$ cat src/rtl/uart_tx_arb.sv
// Round-robin arbiter sharing one UART transmitter among N_REQ byte-stream requesters with message locking.
// Optional forced release of an idle lock is enabled by defining UART_ARB_TIMEOUT_EN.
module uart_tx_arb #(
  parameter int N_REQ       = 4,
  parameter int TIMEOUT_CYC = 4096
) (
  input  logic               clk,
  input  logic               reset,
  input  logic [N_REQ-1:0]   req,
  input  logic [8*N_REQ-1:0] req_data,
  input  logic [N_REQ-1:0]   req_last,
  output logic [N_REQ-1:0]   req_ack,
  output logic [N_REQ-1:0]   grant,
  output logic               tx_start,
  output logic [7:0]         tx_data,
  input  logic               tx_busy,
  output logic               arb_busy,
  output logic               timeout_err
);

  localparam int IDX_W = $clog2(N_REQ);
  localparam logic [N_REQ-1:0] ONE_HOT0 = {{(N_REQ-1){1'b0}}, 1'b1};

  if (N_REQ < 2 || N_REQ > 8 || TIMEOUT_CYC < 2) begin : g_param_check
    $error("uart_tx_arb: N_REQ must be 2..8 and TIMEOUT_CYC at least 2");
  end

  typedef enum logic [2:0] {
    ST_IDLE      = 3'd0,
    ST_GRANT     = 3'd1,
    ST_SEND      = 3'd2,
    ST_WAIT_BUSY = 3'd3,
    ST_WAIT_DONE = 3'd4
  } state_t;

  state_t             state_r;
  state_t             state_next_s;
  logic [N_REQ-1:0]   grant_r;
  logic [IDX_W-1:0]   gidx_r;
  logic [IDX_W-1:0]   ptr_r;
  logic [7:0]         tx_data_r;
  logic               last_r;
  logic               timeout_err_r;
  logic [IDX_W-1:0]   pick_s;
  logic               any_req_s;
  logic               req_g_s;
  logic               timeout_hit_s;
  logic               tx_start_s;
  logic [N_REQ-1:0]   req_ack_s;
  logic               arb_busy_s;

  // Scan upward from ptr+1 with wrap; iterating downward lets the nearest set bit win.
  function automatic logic [IDX_W-1:0] rr_pick(input logic [N_REQ-1:0] r,
                                               input logic [IDX_W-1:0] p);
    logic [IDX_W-1:0] sel;
    logic [IDX_W-1:0] idx;
    sel = p;
    for (int k = N_REQ; k >= 1; k--) begin
      idx = IDX_W'((int'(p) + k) % N_REQ);
      if (r[idx]) begin
        sel = idx;
      end else begin
        sel = sel;
      end
    end
    return sel;
  endfunction

  // Arbitration pick and owner request decode.
  always_comb begin
    pick_s    = rr_pick(req, ptr_r);
    any_req_s = |req;
    req_g_s   = req[gidx_r];
  end

`ifdef UART_ARB_TIMEOUT_EN
  localparam int CNT_W = $clog2(TIMEOUT_CYC) + 1;
  logic [CNT_W-1:0] tout_cnt_r;

  // Counts idle cycles of a locked owner; cleared whenever a byte is taken or the lock ends.
  always_ff @(posedge clk) begin
    if (reset) begin
      tout_cnt_r <= {CNT_W{1'b0}};
    end else if (state_r == ST_GRANT && !req_g_s && !timeout_hit_s) begin
      tout_cnt_r <= tout_cnt_r + {{(CNT_W-1){1'b0}}, 1'b1};
    end else if (state_r == ST_GRANT) begin
      tout_cnt_r <= {CNT_W{1'b0}};
    end else begin
      tout_cnt_r <= tout_cnt_r;
    end
  end

  // Forced release once the owner has idled for TIMEOUT_CYC cycles.
  always_comb begin
    timeout_hit_s = (state_r == ST_GRANT) && !req_g_s &&
                    (tout_cnt_r == CNT_W'(TIMEOUT_CYC - 1));
  end
`else
  // Without forced release the lock is held indefinitely.
  always_comb begin
    timeout_hit_s = 1'b0;
  end
`endif

  // State register.
  always_ff @(posedge clk) begin
    if (reset) begin
      state_r <= ST_IDLE;
    end else begin
      state_r <= state_next_s;
    end
  end

  // Next-state decode.
  always_comb begin
    state_next_s = state_r;
    case (state_r)
      ST_IDLE: begin
        if (any_req_s) begin
          state_next_s = ST_GRANT;
        end else begin
          state_next_s = ST_IDLE;
        end
      end
      ST_GRANT: begin
        if (req_g_s) begin
          state_next_s = ST_SEND;
        end else if (timeout_hit_s) begin
          state_next_s = ST_IDLE;
        end else begin
          state_next_s = ST_GRANT;
        end
      end
      ST_SEND: begin
        state_next_s = ST_WAIT_BUSY;
      end
      ST_WAIT_BUSY: begin
        if (tx_busy) begin
          state_next_s = ST_WAIT_DONE;
        end else begin
          state_next_s = ST_WAIT_BUSY;
        end
      end
      ST_WAIT_DONE: begin
        if (tx_busy) begin
          state_next_s = ST_WAIT_DONE;
        end else if (last_r) begin
          state_next_s = ST_IDLE;
        end else begin
          state_next_s = ST_GRANT;
        end
      end
      default: begin
        state_next_s = ST_IDLE;
      end
    endcase
  end

  // Output decode from state and registered owner only.
  always_comb begin
    tx_start_s = 1'b0;
    req_ack_s  = {N_REQ{1'b0}};
    arb_busy_s = (state_r != ST_IDLE);
    case (state_r)
      ST_SEND: begin
        tx_start_s = 1'b1;
        req_ack_s  = grant_r;
      end
      default: begin
        tx_start_s = 1'b0;
        req_ack_s  = {N_REQ{1'b0}};
      end
    endcase
  end

  // Owner, rotation pointer, byte capture and timeout pulse.
  always_ff @(posedge clk) begin
    if (reset) begin
      grant_r       <= {N_REQ{1'b0}};
      gidx_r        <= {IDX_W{1'b0}};
      ptr_r         <= IDX_W'(N_REQ - 1);
      tx_data_r     <= 8'h00;
      last_r        <= 1'b0;
      timeout_err_r <= 1'b0;
    end else begin
      timeout_err_r <= 1'b0;
      case (state_r)
        ST_IDLE: begin
          if (any_req_s) begin
            grant_r <= ONE_HOT0 << pick_s;
            gidx_r  <= pick_s;
          end else begin
            grant_r <= {N_REQ{1'b0}};
          end
        end
        ST_GRANT: begin
          if (req_g_s) begin
            tx_data_r <= req_data[{gidx_r, 3'b000} +: 8];
            last_r    <= req_last[gidx_r];
          end else if (timeout_hit_s) begin
            grant_r       <= {N_REQ{1'b0}};
            ptr_r         <= gidx_r;
            timeout_err_r <= 1'b1;
          end else begin
            grant_r <= grant_r;
          end
        end
        ST_WAIT_DONE: begin
          if (!tx_busy && last_r) begin
            grant_r <= {N_REQ{1'b0}};
            ptr_r   <= gidx_r;
          end else begin
            grant_r <= grant_r;
          end
        end
        default: begin
          grant_r <= grant_r;
        end
      endcase
    end
  end

  assign grant       = grant_r;
  assign req_ack     = req_ack_s;
  assign tx_start    = tx_start_s;
  assign tx_data     = tx_data_r;
  assign arb_busy    = arb_busy_s;
  assign timeout_err = timeout_err_r;

endmodule

$ cat config.mk
export PLATFORM = sky130hd
export DESIGN_NAME = uart_tx_arb
export DESIGN_NICKNAME = d
export VERILOG_FILES = /design/src/rtl/uart_tx_arb.sv
export SDC_FILE = /design/constraint.sdc
export NUM_CORES = 1
export LEC_CHECK = 0
export ABC_CLOCK_PERIOD_IN_PS = 2200
export BUFFER_PORTS_ARGS = -buffer_cell sky130_fd_sc_hd__buf_2
export CORE_UTILIZATION = 45
export DETAILED_ROUTE_END_ITERATION = 7
export GPL_ROUTABILITY_DRIVEN = 0
export PLACE_DENSITY = 0.8
export SLEW_MARGIN = 40
export SYNTH_ARGS = -nofsm -noshare
export SYNTH_HDL_FRONTEND = slang
export SYNTH_SLANG_ARGS = --single-unit
$ cat constraint.sdc
create_clock -name clk -period 2.2 [get_ports clk]
set_clock_uncertainty 0.1 [all_clocks]
set_input_delay 0.11 -clock clk [delete_from_list [all_inputs] [get_ports clk]]
set_output_delay 0.11 -clock clk [all_outputs]
set_load 0.02 [all_outputs]
==> impl_metrics.env <==
export IMPL_outcome="completed"
export IMPL_hold_viol=0
export IMPL_p_clk_frac=0.279
export IMPL_clock_latency_ns=0.30
export IMPL_finalNetCount=221
export IMPL_cts_root_buffer="clkbuf_4"
export IMPL_hpwlAfterDp_mm=2.178
export IMPL_rsz0062_at_grt="no"
export IMPL_p_sw_frac=0.3015
export IMPL_crit_arrival_ns=1.65
export IMPL_nFillCells=212
export IMPL_die_h_um=53.64
export IMPL_syn_nets=161
export IMPL_ios=62
export IMPL_final_util=0.6221
export IMPL_r2r_end="tx_data[1]"
export IMPL_drv_cap=0
export IMPL_ys_ff_latch=20
export IMPL_cp_max_fo=7
export IMPL_crit_family="simple AND/OR/NAND/NOR gates"
export IMPL_slew_viol_final=0
export IMPL_ctsHoldBuffers=0
export IMPL_drtAntennaViolNets=0
export IMPL_vias=1141
export IMPL_path_cells="nor3b_1, and2_1, buf_2"
export IMPL_synthesis_area_um2=1200
export IMPL_drive_gt1_frac=0.4520
export IMPL_power_net_switching_uw=324.1
export IMPL_start_util=0.4800
export IMPL_tns_ns=0
export IMPL_grt_max_degree=19
export IMPL_wl_mm=2.824
export IMPL_synthArstFlopShare=0
export IMPL_synth_edff_count=0
export IMPL_cts_max_level=1
export IMPL_clockBufferDepth=2
export IMPL_pre_cts_ws_ns=0.5189
export IMPL_period_share=0.8434
export IMPL_worst_path_largest_cell_delay_ns=0.52
export IMPL_hp_start="tx_busy"
export IMPL_leakagePower_uw=0.0007604
export IMPL_port_buffers=60
export IMPL_reg2regPathDepth=4
export IMPL_reg2reg_from="gidx_r[1]"
export IMPL_num_antenna_cells=0
export IMPL_synth_cells=118
export IMPL_first_iter_violations=16
export IMPL_path_clk_slew_ns=0.11
export IMPL_hold_depth=2
export IMPL_critPathCaptureType="output port"
export IMPL_cp_start_kind="flop"
export IMPL_grt_overflow_total=0
export IMPL_ys_types=39
export IMPL_design_area_um2=1555
export IMPL_final_seq_area_um2=400.4
export IMPL_finalSetupViolations=0
export IMPL_ys_warn_count=0
export IMPL_power_frac_comb=0.323
export IMPL_cts_num_sinks=20
export IMPL_die_w_um=53.64
export IMPL_placementRows=18
export IMPL_drcViolationCount=0
export IMPL_synth_seq_area_share=0.3337
export IMPL_fin_ws_ns=0.3445
export IMPL_tightest_slew_ns=0.5659
export IMPL_cts_buffers=3
export IMPL_timing_reg2reg_setup_slack_ns=0.51
export IMPL_intPower_uw=751.0
export IMPL_dr_pass1_iters=5
export IMPL_cts_resized=0
export IMPL_min_path_type="input port to flop"
export IMPL_grt_usage=0.2077
export IMPL_critical_path_required_ns=1.99
export IMPL_grt_pass1_wl_mm=4.340
export IMPL_core_um2=2500
export IMPL_timing_fmax_mhz=539.0
export IMPL_avgSynthCellArea_um2=10.17
export IMPL_final_common_cell="buf_2"
export IMPL_slew_headroom=0.6219
export IMPL_placed_area_um2=1503
export IMPL_crit_slowest_cell="nor3b_1"
export IMPL_tritoncts="built"
export IMPL_grt_pass1_vias=1072
export IMPL_min_period_ns=1.855
export IMPL_cts_post_setup_buffers_inserted=0
export IMPL_syn_to_final_growth_pct=29.61
export IMPL_p_per_area_nw_per_um2=691.3
export IMPL_pwr_share_seq=0.398
export IMPL_multiInputGateArea_um2=726.9
export IMPL_hold_path_end="state_r[2]"
export IMPL_vdd_drop_max_mv=0.4245
export IMPL_synth_ff_type="dfxtp_1"
export IMPL_critPathBufInv=1
export IMPL_antenna_found_initial=0
export IMPL_routed_via_density=5.512
export IMPL_placedCellCount=203
export IMPL_stdcell_count=207
export IMPL_die_area_um2=2877
export IMPL_worst_setup_path_type="flop to output port"
export IMPL_wl_per_cell_um=13.64
export IMPL_final_cell_mix="buf_2 (60), dfxtp_1 (20), nor2_1 (17)"
cells in the mapped netlist, types with 3 or more instances:
cell / instances / area share
nor2b_1: 3 / 0.016
dfxtp_1: 20 / 0.33
o21ai_0: 3 / 0.013
mux2i_1: 9 / 0.075
buf_2: 3 / 0.013
mux4_2: 9 / 0.17
a21oi_1: 3 / 0.013
a32o_1: 4 / 0.033
inv_1: 6 / 0.019
and2_1: 4 / 0.021
nand2_1: 4 / 0.013
nor2_1: 17 / 0.053
worst max path at each step:
stage / startpoint / endpoint / slack [ns] / cells past startpoint
2_1_floorplan: state_r[2] / req_ack[0] / 0.55 / 3
3_3_place_gp: gidx_r[1] / tx_data[5] / 0.59 / 4
3_5_place_dp: gidx_r[1] / tx_data[1] / 0.52 / 4
4_1_cts: state_r[1] / req_ack[1] / 0.33 / 3
5_1_grt: state_r[1] / req_ack[0] / 0.19 / 3
6_report: state_r[1] / req_ack[1] / 0.34 / 3
layout make-up:
cell class / count / share of cell area
sequential: 20 / 0.2574
timing repair buffer: 62 / 0.2027
tap: 30 / 0.02414
inverter: 6 / 0.01448
multi-input combinational: 85 / 0.4674
clock buffer: 3 / 0.01448
clock inverter: 1 / 0.01931
cells by family (layout without fill, tap and decap cells):
kind of cell | count (synthesis) | in the layout | share of synthesized area
mux | 19 | 19 | 0.2659
compound gates | 24 | 24 | 0.1481
other cells | 1 | 1 | 0.003125
buf+inv | 13 | 72 | 0.06048
simple gates | 41 | 41 | 0.1887
flops | 20 | 20 | 0.3337
power groups by stage:
stage	clock network [uW]	logic, uW	registers [uW]
finish	300	347	428
global route	321	378	433
CTS	301	350	428
detailed placement	0	346	436
global placement	0	335	435
floorplan	0	230	456
through the flow:
step                      hold WS, ns  total power [uW]
after floorplan                0.1740             686.5
after global placement         0.2989             769.9
after detailed placement       0.3074             781.6
after CTS                   0.0009918              1079
after global routing          0.01298              1132
final                        0.003431              1075
sequential cells by signal, summed over array words and instances, names as in the netlist:
register,cells
gidx_r,2
grant,4
last_r,1
ptr_r,2
state_r,3
tx_data,8
per-layer routing:
layer,part of all wire,global-route usage,up-vias
met4,0.019,0.07895,0
met2,0.48,0.3729,51
met1,0.44,0.2417,526
met5,0,0,-
li1,-,-,556
met3,0.064,0.03955,8
Power figures use the tool's default switching activity.
